--- config.mk ---
export PLATFORM = sky130hd
export DESIGN_NAME = lcd_bus_driver
export DESIGN_NICKNAME = d
export VERILOG_FILES = /design/src/rtl/lcd_bus_driver.sv
export SDC_FILE = /design/constraint.sdc
export NUM_CORES = 1
export LEC_CHECK = 0
export ABC_AREA = 1
export BUFFER_PORTS_ARGS = -buffer_cell sky130_fd_sc_hd__buf_2
export CORE_MARGIN = 10
export CORE_UTILIZATION = 50
export CTS_CLUSTER_DIAMETER = 80
export DETAILED_ROUTE_END_ITERATION = 16
export GPL_TIMING_DRIVEN = 0
export PLACE_DENSITY = 0.66
export SYNTH_ARGS = -nofsm -noshare
export SYNTH_HDL_FRONTEND = slang
export SYNTH_SLANG_ARGS = --single-unit
--- constraint.sdc ---
create_clock -name clk -period 2.2 [get_ports clk]
set_input_delay 0 -clock clk [delete_from_list [all_inputs] [get_ports clk]]
set_output_delay 0 -clock clk [all_outputs]
set_load 0.1 [all_outputs]
--- src/rtl/lcd_bus_driver.sv ---
// lcd_bus_driver
// HD44780-compatible character-LCD bus driver. After power-up it waits for the
// panel to settle, plays a fixed four-write init sequence, then loops forever:
// request a 12-bit command word from upstream with a two-cycle rdy pulse,
// decode it into at most one timed bus write, and hold off for the
// controller's execution time before asking for the next word.
//
// Every timed state is driven by a single shared 20-bit down-counter that is
// loaded with (duration - 1) on entry and advances on zero. A duration of 0
// behaves like 1. All outputs are registered from the next-state value so the
// pins change on the same edge the FSM enters the corresponding state.

module lcd_bus_driver #(
  parameter logic [19:0] T_PWRUP = 20'd750_000,
  parameter logic [19:0] T_SETUP = 20'd4,
  parameter logic [19:0] T_EN    = 20'd12,
  parameter logic [19:0] T_HOLD  = 20'd4,
  parameter logic [19:0] T_CMD   = 20'd2_000,
  parameter logic [19:0] T_CLEAR = 20'd82_000,
  parameter logic [19:0] T_POLL  = 20'd2_000
) (
  input  logic        clk,
  input  logic        rst,
  input  logic [11:0] cmd_word,
  output logic        rdy,
  output logic        init_done,
  output logic [7:0]  lcd_data,
  output logic        lcd_rs,
  output logic        lcd_rw,
  output logic        lcd_en,
  output logic        lcd_on
);

  typedef enum logic [2:0] {
    ST_PWRUP,
    ST_SETUP,
    ST_EN,
    ST_HOLD,
    ST_XWAIT,
    ST_REQ,
    ST_FETCH,
    ST_POLL
  } state_t;

  // Number of cycles rdy stays high in REQ.
  localparam logic [19:0] L_REQ_LEN = 20'd2;

  // Counter preload for the power-up wait, used directly by reset.
  localparam logic [19:0] L_PWRUP_LOAD = (T_PWRUP == 20'd0) ? 20'd0 : (T_PWRUP - 20'd1);

  // Opcodes carried in cmd_word[11:8].
  localparam logic [3:0] OP_CLEAR = 4'h0;
  localparam logic [3:0] OP_WRITE = 4'h1;
  localparam logic [3:0] OP_SETCG = 4'h2;
  localparam logic [3:0] OP_SETAD = 4'h3;

  // HD44780 instruction byte that clears the display (needs the long wait).
  localparam logic [7:0] B_CLEAR = 8'h01;

  state_t      r_state;
  state_t      w_stateNext;
  logic [19:0] r_cnt;
  logic        w_cntDone;

  logic [1:0]  r_initIdx;
  logic        r_initDone;
  logic        r_rdy;
  logic        r_en;
  logic [7:0]  r_data;
  logic        r_rs;
  logic        r_clearWait;

  logic        w_cmdIsBus;
  logic        w_cmdRs;
  logic [7:0]  w_cmdByte;
  logic        w_cmdClear;

  logic        w_busLoad;
  logic [7:0]  w_busByte;
  logic        w_busRs;
  logic        w_busClear;
  logic        w_initAdvance;
  logic        w_initFinish;

  // Power-on initialisation bytes: function set (8-bit, 2 lines, 5x8),
  // display on with cursor off, entry mode increment, clear display.
  function automatic logic [7:0] initRom(input logic [1:0] idx);
    logic [7:0] b;
    case (idx)
      2'd0:    b = 8'h38;
      2'd1:    b = 8'h0C;
      2'd2:    b = 8'h06;
      default: b = B_CLEAR;
    endcase
    return b;
  endfunction

  // Counter preload for a given state; the XWAIT length depends on whether
  // the write that preceded it was a clear-display instruction.
  function automatic logic [19:0] loadOf(input state_t s, input logic clearWait);
    logic [19:0] d;
    case (s)
      ST_PWRUP: d = T_PWRUP;
      ST_SETUP: d = T_SETUP;
      ST_EN:    d = T_EN;
      ST_HOLD:  d = T_HOLD;
      ST_XWAIT: d = clearWait ? T_CLEAR : T_CMD;
      ST_REQ:   d = L_REQ_LEN;
      ST_POLL:  d = T_POLL;
      default:  d = 20'd1;
    endcase
    return (d == 20'd0) ? 20'd0 : (d - 20'd1);
  endfunction

  assign w_cntDone = (r_cnt == 20'd0);

  // Decode the upstream command word into the bus write it asks for; only
  // consulted while the FSM sits in FETCH.
  always_comb begin
    w_cmdIsBus = 1'b1;
    w_cmdRs    = 1'b0;
    w_cmdByte  = 8'h00;
    w_cmdClear = 1'b0;
    case (cmd_word[11:8])
      OP_CLEAR: begin
        w_cmdByte  = B_CLEAR;
        w_cmdClear = 1'b1;
      end
      OP_WRITE: begin
        w_cmdRs   = 1'b1;
        w_cmdByte = cmd_word[7:0];
      end
      OP_SETCG: begin
        w_cmdByte = {2'b01, cmd_word[5:0]};
      end
      OP_SETAD: begin
        w_cmdByte = {1'b1, cmd_word[6:0]};
      end
      default: begin
        w_cmdIsBus = 1'b0;
      end
    endcase
  end

  // Next-state logic, plus the strobes that load a new bus byte and step
  // the init sequence.
  always_comb begin
    w_stateNext   = r_state;
    w_busLoad     = 1'b0;
    w_busByte     = r_data;
    w_busRs       = r_rs;
    w_busClear    = r_clearWait;
    w_initAdvance = 1'b0;
    w_initFinish  = 1'b0;

    case (r_state)
      ST_PWRUP: begin
        if (w_cntDone) begin
          w_stateNext = ST_SETUP;
          w_busLoad   = 1'b1;
          w_busByte   = initRom(r_initIdx);
          w_busRs     = 1'b0;
          w_busClear  = (initRom(r_initIdx) == B_CLEAR);
        end
      end

      ST_SETUP: begin
        if (w_cntDone) begin
          w_stateNext = ST_EN;
        end
      end

      ST_EN: begin
        if (w_cntDone) begin
          w_stateNext = ST_HOLD;
        end
      end

      ST_HOLD: begin
        if (w_cntDone) begin
          w_stateNext = ST_XWAIT;
        end
      end

      ST_XWAIT: begin
        if (w_cntDone) begin
          if (r_initDone) begin
            w_stateNext = ST_REQ;
          end else if (r_initIdx == 2'd3) begin
            w_stateNext  = ST_REQ;
            w_initFinish = 1'b1;
          end else begin
            w_stateNext   = ST_SETUP;
            w_initAdvance = 1'b1;
            w_busLoad     = 1'b1;
            w_busByte     = initRom(r_initIdx + 2'd1);
            w_busRs       = 1'b0;
            w_busClear    = (initRom(r_initIdx + 2'd1) == B_CLEAR);
          end
        end
      end

      ST_REQ: begin
        if (w_cntDone) begin
          w_stateNext = ST_FETCH;
        end
      end

      ST_FETCH: begin
        if (w_cmdIsBus) begin
          w_stateNext = ST_SETUP;
          w_busLoad   = 1'b1;
          w_busByte   = w_cmdByte;
          w_busRs     = w_cmdRs;
          w_busClear  = w_cmdClear;
        end else begin
          w_stateNext = ST_POLL;
        end
      end

      ST_POLL: begin
        if (w_cntDone) begin
          w_stateNext = ST_REQ;
        end
      end

      default: begin
        w_stateNext = ST_PWRUP;
      end
    endcase
  end

  // State register and the shared duration counter, reloaded on every
  // state change and otherwise counting down to zero.
  always_ff @(posedge clk or posedge rst) begin
    if (rst) begin
      r_state <= ST_PWRUP;
      r_cnt   <= L_PWRUP_LOAD;
    end else begin
      r_state <= w_stateNext;
      if (w_stateNext != r_state) begin
        r_cnt <= loadOf(w_stateNext, w_busClear);
      end else if (!w_cntDone) begin
        r_cnt <= r_cnt - 20'd1;
      end
    end
  end

  // Init sequence position and the sticky init-complete flag.
  always_ff @(posedge clk or posedge rst) begin
    if (rst) begin
      r_initIdx  <= 2'd0;
      r_initDone <= 1'b0;
    end else begin
      if (w_initAdvance) begin
        r_initIdx <= r_initIdx + 2'd1;
      end
      if (w_initFinish) begin
        r_initDone <= 1'b1;
      end
    end
  end

  // Bus byte, register select and wait-length select; loaded when a write
  // starts and held until the next one so POLL leaves the bus untouched.
  always_ff @(posedge clk or posedge rst) begin
    if (rst) begin
      r_data      <= 8'h00;
      r_rs        <= 1'b0;
      r_clearWait <= 1'b0;
    end else if (w_busLoad) begin
      r_data      <= w_busByte;
      r_rs        <= w_busRs;
      r_clearWait <= w_busClear;
    end
  end

  // Strobe outputs, registered from the next state so they line up with
  // the state they belong to.
  always_ff @(posedge clk or posedge rst) begin
    if (rst) begin
      r_rdy <= 1'b0;
      r_en  <= 1'b0;
    end else begin
      r_rdy <= (w_stateNext == ST_REQ);
      r_en  <= (w_stateNext == ST_EN);
    end
  end

  assign rdy       = r_rdy;
  assign init_done = r_initDone;
  assign lcd_data  = r_data;
  assign lcd_rs    = r_rs;
  assign lcd_en    = r_en;
  assign lcd_rw    = 1'b0;
  assign lcd_on    = 1'b1;

endmodule

# == Word-level counts from Yosys, hierarchy flattened ==
# Index checks and enable logic that the tools add are counted.
# word_totals
regBits,38
in_bits,14
output_inout_bits,14
elab_cells,107
# classes
n_addsub,3
n_eq_ne,30
mux,54
reduce_logical,11
# ops
op,n
20-bit one-hot mux with 6 select lines,1
20-bit two-way mux,4
8-bit two-way mux,7
20-bit logical NOT,2
20-bit by 1-bit subtractor with 20-bit output (second input constant),2
6-bit one-hot mux with 3 select lines,2
8-bit one-hot mux with 4 select lines,1
3-bit two-way mux,10
3-bit one-hot mux with 8 select lines,1
8-bit one-hot mux with 3 select lines,1
1-bit two-way mux,23
3-bit equality test (second input constant),7
17-bit two-way mux,1
8-bit by 1-bit equality test with 1-bit output (second input constant),2
3-bit by 2-bit equality test with 1-bit output (second input constant),4
2-bit inequality test (second input constant),5
1-bit one-hot mux with 3 select lines,3
4-bit by 2-bit equality test with 1-bit output (second input constant),2
7-bit AND reduction,1
2-bit equality test (second input constant),3
3-bit by 1-bit equality test with 1-bit output (second input constant),2
3-bit logical NOT,2
2-bit by 1-bit equality test with 1-bit output (second input constant),2
4-bit by 1-bit equality test with 1-bit output (second input constant),1
other kinds (8),9

# == Longest topological paths before layout ==
# Gate-level depths: netlist of the first run.
# depth
ltp_word,18
depth_mapped,15

# == Worst setup path before layout of the first run ==
# Ideal clock, no wire load.
# synth_timing
path_kind,register -> register
from,register r_cnt[0]
to,register r_data[1] (netlist: lcd_data[1])
setup_ns,0.132
t_arrival_ns,1.713
required_time_ns,2.068
slack_ns,0.355
path_stages_with_launch,12
path_buffers,1
path_cell_list,dfstp_2 inv_1 ha_1 nand2_2 nor2_8 nand3_4 nor2_1 nor2_1 nand2_2 o22ai_4 buf_6 a21oi_1
# synth_via
elab_chain_cells,4
elab_cells_between_ends,7
classes_between,eq/ne (2); mux (3); reduce/logical (2)
# synth_lines
item,line_no,source
from (decl),62,logic [19:0] r_cnt;
from (signal assigned),242,"r_cnt <= loadOf(w_stateNext, w_busClear);"
from (signal assigned),244,r_cnt <= r_cnt - 20'd1;
20-bit logical NOT *,115,assign w_cntDone = (r_cnt == 20'd0);
"1-bit two-way mux, on equally long branches","186, 158",
1-bit one-hot mux with 3 select lines,156,case (r_state)
7-bit AND reduction (no line) *,-,
to (signal assigned),272,r_data <= w_busByte;
to (decl),69,logic [7:0] r_data;
# Mark *: on every way between the ends. The rest lies on a longest branch, timed or not.
# A chain may end at the register's enable or synchronous reset.

# == Worst setup path in the final report of the first run ==
# layout_timing
from,register r_cnt[0]
to,register r_data[7] (netlist: lcd_data[7])
# The elaborated chain is that of the path after synthesis.

==> results of run 1 <==
## power by group through the flow
| stage | Combinational [mW] | Clock, mW | Sequential (mW) |
|---|---|---|---|
| final | 0.428 | 0.499 | 0.944 |
| after global routing | 0.489 | 0.534 | 0.960 |
| after CTS | 0.431 | 0.509 | 0.942 |
| after detailed placement | 0.425 | 0 | 0.955 |
| after global placement | 0.415 | 0 | 0.953 |
| after floorplan | 0.287 | 0 | 1.00 |
## area by class of cell
class / instances / share of cell area, %
Sequential cell: 38 / 36.6
Clock buffer: 7 / 3.27
Clock inverter: 1 / 0.190
Inverter: 36 / 5.12
Tap cell: 52 / 2.46
Multi-Input combinational cell: 203 / 44.2
Timing Repair Buffer: 30 / 6.45
Buffer: 7 / 1.71
## tightest hold or removal path: cells and delay by family
kind / cells / cell delay (ns)
compound gates: 2 / 0.19
buf+inv: 1 / 0.08
## through the flow
step                      power, mW  instances
after global placement         1.37        361
after CTS                      1.88        372
after floorplan                1.29        284
after global routing           1.98        374
after detailed placement       1.38        361
final                          1.87        374
## worst max path at each step
stage                               from                       to  slack, ns  cells after the start
floorplan           r_cnt[0]$_DFFE_PP1P_  lcd_data[1]$_DFFE_PP0P_       0.35                     11
global placement    r_cnt[0]$_DFFE_PP1P_  lcd_data[1]$_DFFE_PP0P_       0.15                     11
global route        r_cnt[0]$_DFFE_PP1P_  lcd_data[1]$_DFFE_PP0P_      0.001                     11
CTS                 r_cnt[0]$_DFFE_PP1P_  lcd_data[7]$_DFFE_PP0P_       0.10                     11
detailed placement  r_cnt[0]$_DFFE_PP1P_  lcd_data[7]$_DFFE_PP0P_       0.12                     11
finish              r_cnt[0]$_DFFE_PP1P_  lcd_data[7]$_DFFE_PP0P_       0.16                     11
## kinds of logic (layout without fill, tap and decap cells)
group,Yosys count,after routing,share of synthesized area (%)
and+or+nand+nor,131,131,27.9
AOI/OAI and AO/OA,50,50,13.2
buffers and inverters,43,81,7.74
DFF,38,38,41.8
xor gates and xnor gates,11,11,4.17
adders and majority gates,9,9,4.87
other,2,2,0.325
## synth_stat cells (all sizes together)
| library cell | n | share of area (%) |
|---|---|---|
| a21oi | 17 | 3.7 |
| nor2 | 43 | 9.4 |
| a221oi | 1 | 0.38 |
| buf | 5 | 1.6 |
| a22o | 1 | 0.38 |
| nand2 | 62 | 11 |
| a21o | 1 | 0.32 |
| dfrtp | 25 | 27 |
| nand3 | 11 | 3.1 |
| nor3b | 1 | 0.54 |
| xor2 | 8 | 3.0 |
| or2 | 3 | 0.81 |
| clkinv | 1 | 0.16 |
| o221ai | 1 | 0.38 |
| o21a | 1 | 0.32 |
| o211ai | 1 | 0.32 |
| conb | 2 | 0.32 |
| nand4 | 5 | 1.4 |
| ha | 9 | 4.9 |
| xnor2 | 3 | 1.1 |
| a22oi | 1 | 0.32 |
| clkbuf | 2 | 0.32 |
| nor3 | 6 | 1.5 |
| o31ai | 2 | 0.65 |
| o21ai | 20 | 4.7 |
| o22ai | 3 | 1.4 |
| inv | 35 | 5.7 |
| a31o | 1 | 0.38 |
| dfstp | 13 | 15 |
## routing by layer
layer / track usage (%) / vias to the layer above
li1: - / 982
met4: 5.22 / 0
met3: 3.44 / 7
met2: 21.4 / 35
met1: 18.1 / 909
met5: 0 / -
## registers in the layout (all words and copies together) (netlist names)
signal and count:
r_cnt 20, lcd_data 8, r_state 3, r_initIdx 2, init_done 1, lcd_en 1, lcd_rs 1, r_clearWait 1
rdy 1
## timing repair
item,4_1_cts,5_1_grt
setup endpoints to repair,0,8
gates resized for setup,0,2
buffers inserted,0,2
hold buffers,3,0
endpoints found under the hold margin,27,0
## layout by cell type, fill, tap and decap left out, types with 3 or more instances in the layout
master | netlist | routed
a21oi_1 | 17 | 17
buf_2 | 2 | 27
buf_4 | 2 | 4
clkbuf_8 | 0 | 6
dfrtp_1 | 25 | 25
dfstp_2 | 13 | 13
dlygate4sd3_1 | 0 | 3
ha_1 | 9 | 9
inv_1 | 32 | 31
inv_2 | 3 | 4
nand2_1 | 54 | 54
nand2_2 | 7 | 7
nand3_1 | 9 | 9
nand4_1 | 5 | 5
nor2_1 | 36 | 36
nor2_2 | 3 | 3
nor3_1 | 5 | 5
o21ai_0 | 14 | 14
o21ai_1 | 4 | 4
or2_2 | 3 | 3
xnor2_1 | 3 | 3
xor2_1 | 8 | 8
==> metrics.md, run 1 <==
| Metric | Value |
|---|---|
| Status | completed |
| Hold path depth | 3 |
| Post-synth cell types | 43 |
| Min-Delay Path Class | in -> reg |
| Final core occ | 59.8% |
| Core footprint | 4410 µm² |
| Die area | 7740 µm² |
| Total Routed Length | 4.90 mm |
| Tcrit/Tclk final | 92.8% |
| Synthesized instance count | 284 |
| Fin. max-slew vios | 0 |
| Total GRT Usage | 13.8% |
| Critical Path, Cell by Cell | inv_1 -> ha_1 -> nand2_2 -> nor2_8 -> nand3_4 -> nor2_1 -> nor2_1 -> nand2_2 -> o22ai_4 -> buf_6 -> o22ai_1 |
| Clk Latency, worst-skew pair | 0.29 ns |
| CP peak stage delay | 0.53 ns |
| Clk_skew | 0.0132 ns |
| Setup-failing EPs final | 0 |
| Num CTS Buffers | 5 |
| DR vias | 1933 |
| FP Rows | 24 |
| YS warnings | 0 |
| Worst slew margin | 46.8% |
| Syn avg cell area | 8.14 µm² |
| DRC | 0 |
| CTS root buffer | clkbuf_8 |
| Die Width | 88.0 µm |
| Internal power | 1.25 mW |
| Syn nets | 307 |
| DP Worst Slack | 0.123 ns |
| IO Count | 28 |
| Min Tclk post-route | 2.04 ns |
| Post-synthesis sequential area ratio | 41.8% |
| Fin worst setup slack | 0.158 ns |
| H-Tree Depth | 2 |
| Unrepaired setup endpoints after global routing | no |
| Starting DRT DRC Count | 64 |
| Clock buffer depth | 2 |
| Synthesized flop and latch total | 38 |
| Synth Cell Area | 2310 µm² |
| CP delay by family, top | simple AND/OR/NAND/NOR gates |
| Fillers | 399 |
| Antenna violations before repair | 0 |
| Worst hold path startpoint | cmd_word[5] |
| Final instance area | 2640 µm² |
| Max FO, Critical Path | 10 |
| Gpl congestion | 0.821 |
| Clock-pin slew on the worst setup and hold paths | 0.08 ns |
| CTS tree | built |
| Slew @ Worst Pin | 0.796 ns |
| Clock share of power | 26.7% |
| Nets | 344 |
| RR Endpoint | lcd_data[7]$_DFFE_PP0P_ |
| CP endpoint kind | flop |
| Worst r2r path cells | 11 |
| Routed length per instance | 13.1 µm |
| Worst Path Arrival | 2.21 ns |
| Sequential power share | 50.4% |
| Crit path buf inv count | 2 |
| CP max stage cell | dfstp_2 |
| Routed wl met2 | 2.29 mm |
| M1 wire length | 2.32 mm |
| ANT cells | 0 |
| HPWL after detailed placement | 3.75 mm |
| NetSw | 626 µW |
| Layout cell share with drive strength beyond 1 | 25.8% |
| Setup_tns | 0 ns |
| Placed instance area | 2500 µm² |
| Sequential cell area | 967 µm² |
| R2r setup slk | 0.16 ns |
| Max-cap violations | 0 |
| WHS Endpoint | lcd_data[5]$_DFFE_PP0P_ |
| Global-route wire length before repair | 8.63 mm |
| GR Overflow Total | 0 |
| Maximum vdd drop | 334 µV |
| Worst EP required | 2.37 ns |
| DR pass1 iterations | 4 |
| Hold Fails Final Rpt | 0 |
| Initial Util | 52.4% |
| Vias in the first global route | 1836 |
| Crit Path Class | reg -> reg |
| Post-DRT Antenna Nets | 0 |
| Layout area overhead | 14.2% |
| Leakage | 1.31 nW |
| Highest routed layer | met4 |
| Largest net degree at the start of global routing | 39 |
| Comb pwr share | 22.9% |
| Area of the multi-input gates | 1170 µm² |
| Vias/cell | 5.17 |
| CTS Sinks | 38 |
| Highest Clock Rate | 490 MHz |
| Crit path launch type | flop |
| PwrDens | 709 nW/µm² |
| Sw Ratio | 33.4% |
| IO Port Bufs | 25 |
| Reg2reg start | r_cnt[0]$_DFFE_PP1P_ |
| Hold slack | 0.00964 ns |
| Die Ht | 88.0 µm |
| Metal3 WL | 228 µm |
(Power assumes the default switching activity.)
==> run 2: changes to the inputs <==
CORE_MARGIN = 5   (was 10)
PLACE_DENSITY = 0.69   (was 0.66)
clock period = 1.7 ns   (was 2.2 ns; I/O delays follow)
==> run 2 against run 1 <==
Effect of this change:
- the run now ends with setup timing left
- hold slack got worse by 0.00076 ns
- core utilization is 13 points higher
- via count up 11%
- register-to-register slack got worse by 0.32 ns
- global-route usage rose by 5.4 points
- power grew 45%
- sequential power grew 31%
==> metrics.md, run 2 (synthesized netlist as in run 1, its figures left out) <==
| Metric | Value |
|---|---|
| Status | finished, violations left |
| Failing checks | setup timing |
| PwrDens | 842 nW/µm² |
| Hold slack | 0.00889 ns |
| Nets | 388 |
| HPWL after detailed placement | 3.52 mm |
| Worst EP required | 1.93 ns |
| Most frequent cells in the layout | nand2_1 (42), buf_4 (42), inv_1 (28), nor2_1 (28), buf_2 (26) |
| Reg2reg start | r_cnt[6]$_DFFE_PP0P_ |
| Hold Fails Final Rpt | 0 |
| Largest net degree at the start of global routing | 39 |
| Max FFs per register | 20 |
| Global-route wire length before repair | 9.69 mm |
| Critical Path, Cell by Cell | nor2_1 -> nand2_4 -> nor2_8 -> nand3_4 -> buf_6 -> a21oi_2 -> nand2_1 -> a21oi_2 -> nand2_1 -> nand2_1 -> nand2_2 -> nand2_1 |
| Unrepaired setup endpoints after global routing | yes |
| Min-Delay Path Class | in -> reg |
| Crit path buf inv count | 1 |
| Die area | 6080 µm² |
| CP max stage cell | dfrtp_1 |
| Core footprint | 4410 µm² |
| Total Routed Length | 5.88 mm |
| Starting DRT DRC Count | 117 |
| Final core occ | 72.9% |
| Clock buffer depth | 2 |
| CP delay by family, top | simple AND/OR/NAND/NOR gates |
| R2r setup slk | -0.16 ns |
| Num CTS Buffers | 5 |
| Post-DRT Antenna Nets | 0 |
| Gpl congestion | 0.790 |
| Fin cells | 418 |
| Most used cell, CP | nand2_1 |
| DR pass1 iterations | 4 |
| Die Ht | 78.0 µm |
| Crit path launch type | flop |
| Tcrit/Tclk final | 109% |
| FP Rows | 24 |
| CTS root buffer | clkbuf_8 |
| Antenna violations before repair | 0 |
| Total GRT Usage | 19.2% |
| DRC | 0 |
| Cell count after placement | 361 |
| GR Overflow Total | 0 |
| End point of the critical path | r_cnt[9]$_DFFE_PP0P_ |
| Highest Clock Rate | 538 MHz |
| Worst r2r path cells | 12 |
| Vias/cell | 5.12 |
| Crit path from | r_cnt[6]$_DFFE_PP0P_ |
| Fin worst setup slack | -0.159 ns |
| Clk Latency, worst-skew pair | 0.29 ns |
| Clock-pin slew on the worst setup and hold paths | 0.07 ns |
| IO Count | 28 |
| H-Tree Depth | 2 |
| Fin. max-slew vios | 0 |
| CP endpoint kind | flop |
| Max-cap violations | 0 |
| Critical path depth | 12 |
| Clk_skew | 0.0101 ns |
| Min Tclk post-route | 1.86 ns |
| Setup-failing EPs final | 24 |
| CP peak stage delay | 0.40 ns |
| DR vias | 2139 |
| Vias in the first global route | 2145 |
| ANT cells | 0 |
| Top reg by flops | r_cnt |
| Layout cell share with drive strength beyond 1 | 46.4% |
| Crit Path Class | reg -> reg |
| Initial Util | 52.4% |
| Die Width | 78.0 µm |
| CTS tree | built |
| Layout area overhead | 39.2% |
| Worst hold path startpoint | cmd_word[5] |
| RR Endpoint | r_cnt[9]$_DFFE_PP0P_ |
| Max FO, Critical Path | 7 |
| Routed length per instance | 14.1 µm |
| Slew @ Worst Pin | 0.776 ns |
| Maximum vdd drop | 401 µV |
| CTS Sinks | 38 |
| Leakage | 1.59 nW |
| Worst slew margin | 48.2% |
| IO Port Bufs | 25 |
| Worst Path Arrival | 2.09 ns |
## run 2: area by class of cell
class	count	area, µm²
Timing Repair Buffer	75	538
Sequential cell	38	972
Inverter	36	141
Clock buffer	8	90.1
Multi-Input combinational cell	203	1370
Fill cell	314	1200
Buffer	6	46.3
Tap cell	52	65.1
## run 2: repair_timing
action | 4_1_cts | 5_1_grt
cloned | 1 | 0
buffers inserted | 29 | 17
endpoints found under the setup margin | 30 | 31
hold buffers | 3 | 0
pin swaps | 22 | 34
gates resized for setup | 29 | 39
endpoints found under the hold margin | 27 | 0
## run 2: worst min-delay path, stage by stage
cell and delay, ns:
buf_2 0.07, a21oi_1 0.06, a21oi_1 0.12
## run 2: metrics by stage
stage	power [mW]	instance area (µm²)	setup TNS (ns)	worst slack [ns]
floorplan	1.69	2340	-0.645	-0.0849
global placement	1.79	2530	-5.75	-0.298
detailed placement	1.80	2530	-6.92	-0.347
CTS	2.57	2960	-1.79	-0.140
global route	2.87	3220	-5.25	-0.266
finish	2.71	3220	-2.86	-0.159
## run 2: how the worst min path moves through the flow
stage,endpoint,cells past startpoint
2_1_floorplan,lcd_rs$_DFFE_PP0P_,1
3_3_place_gp,lcd_rs$_DFFE_PP0P_,2
3_5_place_dp,lcd_data[7]$_DFFE_PP0P_,2
4_1_cts,lcd_data[5]$_DFFE_PP0P_,3
5_1_grt,lcd_data[5]$_DFFE_PP0P_,3
6_report,lcd_data[5]$_DFFE_PP0P_,3
## run 2: power by group
| part | internal, mW | total [mW] | switching (mW) | leakage [nW] |
|---|---|---|---|---|
| registers | 1.10 | 1.24 | 0.142 | 0.434 |
| clock network | 0.331 | 0.639 | 0.308 | 0.0455 |
| logic | 0.356 | 0.831 | 0.476 | 1.11 |
| total | 1.78 | 2.71 | 0.926 | 1.59 |
## run 2: layer usage
| metal | GRT usage, % | routed length (µm) | up-vias |
|---|---|---|---|
| li1 | - | - | 1069 |
| met1 | 25.5 | 2540 | 1018 |
| met2 | 32.8 | 3060 | 45 |
| met3 | 2.89 | 226 | 7 |
| met4 | 4.90 | 57 | 0 |
| met5 | 0 | 0 | - |
